### src/rtl/ts_pkg.sv
// Shared constants and state encoding for the TS-to-OTT-RAM write path.
package ts_pkg;

   localparam int TS_PKT_WORDS = 47;
   localparam int LANES        = 16;
   localparam int OTT_ADDR_W   = 11;

   typedef enum logic [1:0] {
      WAIT_SOP = 2'd0,
      FILL     = 2'd1,
      FULL     = 2'd2
   } wr_state_e;

endpackage

### src/rtl/edge_rise.sv
// Registered rising-edge detector: pulses for one cycle when sig_i goes 0 -> 1.
module edge_rise (
   input  logic clk,
   input  logic rst,
   input  logic sig_i,
   output logic rise_o
);

   logic sig_q;

   always_ff @(posedge clk or negedge rst) begin
      if (!rst) begin
         sig_q <= 1'b0;
      end else begin
         sig_q <= sig_i;
      end
   end

   assign rise_o = sig_i & ~sig_q;

endmodule

### src/rtl/ott_ram_wr.sv
// Packs a 32-bit TS word stream into 512-bit OTT RAM words, one frame at a time,
// holding the frame until the read side releases it with a rising clear edge.
module ott_ram_wr
   import ts_pkg::*;
#(
   parameter int FRAME_WORDS = 2048,
   parameter int ADDR_W      = OTT_ADDR_W
) (
   input  logic              clk,
   input  logic              rst,
   input  logic [31:0]       ts_din,
   input  logic              ts_en,
   input  logic              ts_sop,
   input  logic              ott_ram_clear,
   output logic              ott_wea,
   output logic [ADDR_W-1:0] ott_addra,
   output logic [511:0]      ott_dina,
   output logic              ts_ram_valid,
   output logic [15:0]       drop_cnt,
   output logic              sync_err
);

   localparam logic [ADDR_W-1:0] LAST_ADDR = ADDR_W'(FRAME_WORDS - 1);
   localparam logic [5:0]        PKT_LAST  = 6'(TS_PKT_WORDS - 1);
   localparam logic [3:0]        LAST_LANE = 4'(LANES - 1);

   wr_state_e         state_q, state_d;
   logic [3:0]        lane_q, lane_d;
   logic [5:0]        pkt_q, pkt_d;
   logic [ADDR_W-1:0] addr_q, addr_d;
   logic [511:0]      data_q, data_d;
   logic              wea_q, wea_d;
   logic              valid_q, valid_d;
   logic [15:0]       drop_q, drop_d;
   logic              err_q, err_d;
   logic              clear_edge;
   logic              final_write;
   logic              accept;

   edge_rise u_clear_edge (
      .clk    (clk),
      .rst    (rst),
      .sig_i  (ott_ram_clear),
      .rise_o (clear_edge)
   );

   always_ff @(posedge clk or negedge rst) begin
      if (!rst) begin
         state_q <= WAIT_SOP;
         lane_q  <= '0;
         pkt_q   <= '0;
         addr_q  <= '0;
         data_q  <= '0;
         wea_q   <= 1'b0;
         valid_q <= 1'b0;
         drop_q  <= '0;
         err_q   <= 1'b0;
      end else begin
         state_q <= state_d;
         lane_q  <= lane_d;
         pkt_q   <= pkt_d;
         addr_q  <= addr_d;
         data_q  <= data_d;
         wea_q   <= wea_d;
         valid_q <= valid_d;
         drop_q  <= drop_d;
         err_q   <= err_d;
      end
   end

   // The frame is complete from the cycle its last write is on the bus, so a word
   // arriving then already counts as excess and a clear edge there still aborts.
   always_comb begin
      final_write = (state_q == FILL) && wea_q && (addr_q == LAST_ADDR);
      accept      = ts_en && (((state_q == WAIT_SOP) && ts_sop) ||
                              ((state_q == FILL) && !final_write && !clear_edge));
   end

   always_comb begin
      state_d = state_q;
      lane_d  = lane_q;
      pkt_d   = pkt_q;
      addr_d  = addr_q;
      data_d  = data_q;
      wea_d   = 1'b0;
      valid_d = valid_q;
      drop_d  = drop_q;
      err_d   = 1'b0;

      if (accept) begin
         data_d[{lane_q, 5'b0} +: 32] = ts_din;
         lane_d = lane_q + 4'd1;
         wea_d  = (lane_q == LAST_LANE);
         if (ts_sop) begin
            err_d = (state_q == FILL) && (pkt_q != 6'd0);
            pkt_d = 6'd1;
         end else begin
            err_d = (pkt_q == 6'd0);
            pkt_d = (pkt_q == PKT_LAST) ? 6'd0 : pkt_q + 6'd1;
         end
      end

      if (ts_en && ((state_q == FULL) || final_write) && (drop_q != 16'hFFFF)) begin
         drop_d = drop_q + 16'd1;
      end

      case (state_q)
         WAIT_SOP: begin
            if (accept) begin
               state_d = FILL;
            end
         end
         FILL: begin
            if (clear_edge) begin
               state_d = WAIT_SOP;
               lane_d  = '0;
               pkt_d   = '0;
               addr_d  = '0;
            end else if (wea_q) begin
               addr_d = addr_q + 1'b1;
               if (final_write) begin
                  state_d = FULL;
                  valid_d = 1'b1;
                  lane_d  = '0;
                  pkt_d   = '0;
               end
            end
         end
         FULL: begin
            if (clear_edge) begin
               state_d = WAIT_SOP;
               valid_d = 1'b0;
               lane_d  = '0;
               pkt_d   = '0;
               addr_d  = '0;
            end
         end
         default: begin
            state_d = WAIT_SOP;
         end
      endcase
   end

   assign ott_wea      = wea_q;
   assign ott_addra    = addr_q;
   assign ott_dina     = data_q;
   assign ts_ram_valid = valid_q;
   assign drop_cnt     = drop_q;
   assign sync_err     = err_q;

endmodule
### config.mk
export PLATFORM = sky130hd
export DESIGN_NAME = ott_ram_wr
export DESIGN_NICKNAME = d
export VERILOG_FILES = /design/src/rtl/ts_pkg.sv /design/src/rtl/edge_rise.sv /design/src/rtl/ott_ram_wr.sv
export SDC_FILE = /design/constraint.sdc
export NUM_CORES = 1
export LEC_CHECK = 0
export ABC_CLOCK_PERIOD_IN_PS = 3200
export CORE_AREA = 2 2 226 228
export CTS_CLUSTER_SIZE = 8
export DETAILED_ROUTE_END_ITERATION = 10
export DIE_AREA = 0 0 228 230
export HOLD_SLACK_MARGIN = 0.1
export PLACE_DENSITY = 0.75
export SYNTH_ARGS = -nofsm -noshare
export SYNTH_HDL_FRONTEND = slang
export SYNTH_SLANG_ARGS = --single-unit
### constraint.sdc
create_clock -name clk -period 3.2 [get_ports clk]
set_clock_uncertainty 0.2 [all_clocks]
set_input_delay 0.64 -clock clk [delete_from_list [all_inputs] [get_ports clk]]
set_output_delay 0.64 -clock clk [all_outputs]
set_load 0.005 [all_outputs]
==> impl_metrics.py <==
metrics = {
    "routing": {
        "route.met3.wl_microns": 4260,
        "m1WireLength_microns": 28900,
        "firstDrtPassIters": 5,
        "drt_iter0_drc": 833,
        "antenna_left": 0,
        "wl_met2_microns": 37600,
        "wire_per_inst_microns": 25.4,
        "routed_via_density": 5.43,
        "drc": 0,
        "wl_microns": 73600,
        "via_count": 15700,
        "top_layer": "met4",
    },
    "floorplanning": {
        "die_h_microns": 230,
        "die_w_microns": 228,
        "die-area_sq_um": 52400,
        "io_pins": 579,
        "placementRows": 82,
        "start_util_pct": 45.8,
        "fp.coreArea_sq_um": 49900,
    },
    "place": {
        "place_congestion": 0.856,
        "dp_hpwl_microns": 52800,
        "placed_area_sq_um": 29800,
        "port_buffers": 578,
        "dp.cells": 2812,
    },
    "clocking": {
        "cts.htree.levels": 3,
        "numCtsBuffers": 79,
        "clock_latency_ps": 600,
        "cts_root_buf": "clkbuf_16",
        "post-cts-setup-buffer-count": 0,
        "clock-sinks": 555,
        "hold_buffers": 1,
        "clk_pin_slew_ps": 50,
        "cts_tree": "built",
        "clockBufferDepth": 3,
        "postCtsResizedCells": 0,
    },
    "timing": {
        "max_clock_freq_mhz": 339,
        "final.period_utilization_pct": 92.2,
        "finalSetupViolCount": 0,
        "slew_violations": 0,
        "maxSlewHeadroom_pct": 49.2,
        "min_period_ps": 2950,
        "hold_viol_final": 0,
        "rsz0062_at_grt": "false",
        "worst_slew_pin_slew_ps": 761,
    },
    "worst_setup_path": {
        "reg2reg_slack_ps": 250,
        "worstReg2RegStart": "lane_q[0]",
        "crit_path_end": "ott_dina[238]",
        "worstReg2RegEnd": "ott_dina[238]",
        "crit_required_ps": 3460,
        "cp_max_fo": 32,
        "cp_data_arrival_time_ps": 3220,
        "cp-start-kind": "flip-flop",
        "criticalPathCategory": "reg -> reg",
        "critical_path.startpoint": "lane_q[0]",
        "reg2regPathDepth": 9,
        "end_kind": "flip-flop",
    },
    "global_route": {
        "grt_usage_pct": 28.0,
        "grt_pass1_wl_microns": 110000,
        "grt_start_max_net_pins": 78,
        "overflow": 0,
        "grt_antenna_before_repair": 1,
        "grt_pass1_vias": 16700,
    },
    "synth": {
        "synth_edf_count": 0,
        "synth_area_leaders": "dfrtp_1, mux2_2, nor2b_1, buf_6, and3_1",
        "syn_area_sq_um": 22800,
        "yosysTopAreaCell": "dfrtp_1",
        "synth_top_area_share_pct": 60.8,
        "synth_compound_area_share_pct": 1.64,
        "synthSimpleGateAreaFrac_pct": 7.45,
        "synth.distinct_cells": 55,
        "synthXorXnorAreaFrac_pct": 0.767,
        "synthMuxAreaShare_pct": 25.5,
        "syn_inst": 1592,
        "synthAdderAreaFrac_pct": 0.657,
        "synthArstFlopShare_pct": 100,
        "synth_top_family_by_area": "multiplexers",
        "synth_seq_cells": 555,
        "synth-main-ff-cell": "dfrtp_1",
        "ys_warn_count": 0,
        "syn_avg_cell_area_sq_um": 14.4,
        "syn_nets": 1641,
        "ys_seq_area_share_pct": 60.8,
    },
    "cells_and_area": {
        "drive_above_1_share_pct": 31.2,
        "area_growth_syn_to_layout_pct": 39.8,
        "final_cell_count_no_fill": 2901,
        "n_fill_cell": 3737,
        "fin_area_sq_um": 32000,
        "fin_util_pct": 64.1,
        "layout.nets": 2271,
        "diodes": 0,
    },
    "pwr": {
        "power_density_nw_per_um2": 704,
        "clockPowerShare_pct": 32.4,
        "p_sw_share_pct": 28.4,
        "switchingPower_mw": 6.39,
        "power_frac_seq_pct": 39.8,
        "p_comb_share_pct": 27.8,
        "vdd_drop_max_mv": 0.515,
        "total_leakage_power_nw": 15.0,
        "finalPower_mw": 22.5,
        "cell_internal_pwr_mw": 16.1,
    },
    "worst_hold_path": {
        "hold_class": "reg -> reg",
    },
    "flow_run": {
        "drv_cap": 0,
    },
    "status": {
        "outcome": "completed",
    },
}
worst max-delay path, cell delays in order, from the launching register on:
cell	delay, ps
dfrtp_2	390
inv_1	140
ha_2	240
nor2b_1	390
a21oi_1	160
a311oi_1	260
buf_4	180
and3_2	200
buf_12	240
mux2_2	380
Yosys cell counts, types with 3 or more instances:
master / number
o21ai_0: 21
buf_2: 29
nor4_1: 7
nand3_1: 21
o21a_1: 3
nor3_1: 7
nor2_1: 51
buf_6: 29
or3_1: 3
nand2_1: 49
xnor2_1: 15
nor3_4: 4
a31oi_1: 4
ha_1: 12
mux2_1: 20
inv_1: 11
a211oi_1: 5
mux2_4: 8
clkbuf_1: 56
mux2_2: 485
dfrtp_1: 555
and2_1: 35
nor2b_1: 54
a21oi_1: 12
nand4_1: 13
xor2_1: 5
and3_1: 43
cell usage in the layout, fill, tap and decap left out, types with 5 or more instances in the layout:
cell type,synthesis,routed
a211oi_1,5,5
a21oi_1,12,12
and2_1,35,35
and3_1,43,39
buf_12,0,28
buf_4,0,60
clkbuf_16,0,79
clkdlybuf4s50_1,0,577
dfrtp_1,555,554
ha_1,12,11
inv_1,11,11
mux2_1,20,20
mux2_2,485,485
mux2_4,8,8
nand2_1,49,49
nand3_1,21,18
nand3_2,2,5
nand4_1,13,13
nor2_1,51,49
nor2b_1,54,54
nor3_1,7,7
nor4_1,7,7
o21ai_0,21,21
xnor2_1,15,15
xor2_1,5,5
metal layers:
| metal | vias up | track usage (%) |
|---|---|---|
| met5 | - | 0 |
| met4 | 0 | 11.8 |
| met3 | 137 | 6.16 |
| met2 | 558 | 48.3 |
| met1 | 8278 | 34.1 |
| li1 | 6770 | - |
registers in the layout, indices dropped and copies added (netlist names):
signal              flops
ott_addra              11
lane_q                  4
pkt_q                   6
ts_ram_valid            1
ott_dina              512
ott_wea                 1
sync_err                1
drop_cnt               16
u_clear_edge.sig_q      1
state_q                 2
cell families after synthesis:
logic type,count (synthesis)
compound gates,58
xor+xnor,20
fa+ha+maj,12
buf+inv,129
flops,555
mux,514
simple gates,304
power by group through the flow:
stage / logic, mW / clock network, mW / registers (mW)
global placement: 6.10 / 0 / 8.96
detailed placement: 6.25 / 0 / 9.03
global route: 6.57 / 7.75 / 9.09
floorplan: 2.25 / 0 / 9.03
CTS: 6.29 / 7.44 / 8.94
finish: 6.25 / 7.29 / 8.95
per-stage QoR:
step,setup slack (ps),setup TNS [ps],hold WS [ps]
2_1_floorplan,451,0,144
3_3_place_gp,43.2,0,270
3_5_place_dp,-25.3,-336,275
4_1_cts,229,0,286
5_1_grt,132,0,307
6_report,249,0,282
layout make-up:
type	instances	area, sq um	area share [%]
repair buffers	667	6810	21.3
multi-input cells	908	8270	25.9
inverters	11	41.3	0.129
well taps	672	841	2.63
flip-flops and latches	555	13900	43.5
clock inverters	7	101	0.317
clock buffers	81	1990	6.24
how the worst min path moves through the flow:
stage                             start       endpoint  slack [ps]  cells past startpoint
after global placement    ott_dina[180]  ott_dina[180]         270                      1
after CTS                 ott_dina[261]  ott_dina[261]         290                      1
after detailed placement  ott_dina[261]  ott_dina[261]         280                      1
final                     ott_dina[261]  ott_dina[261]         280                      1
after floorplan                     rst    drop_cnt[0]         140                      0
after global routing       ott_dina[11]   ott_dina[11]         310                      1
Power figures use the tool's default switching activity.
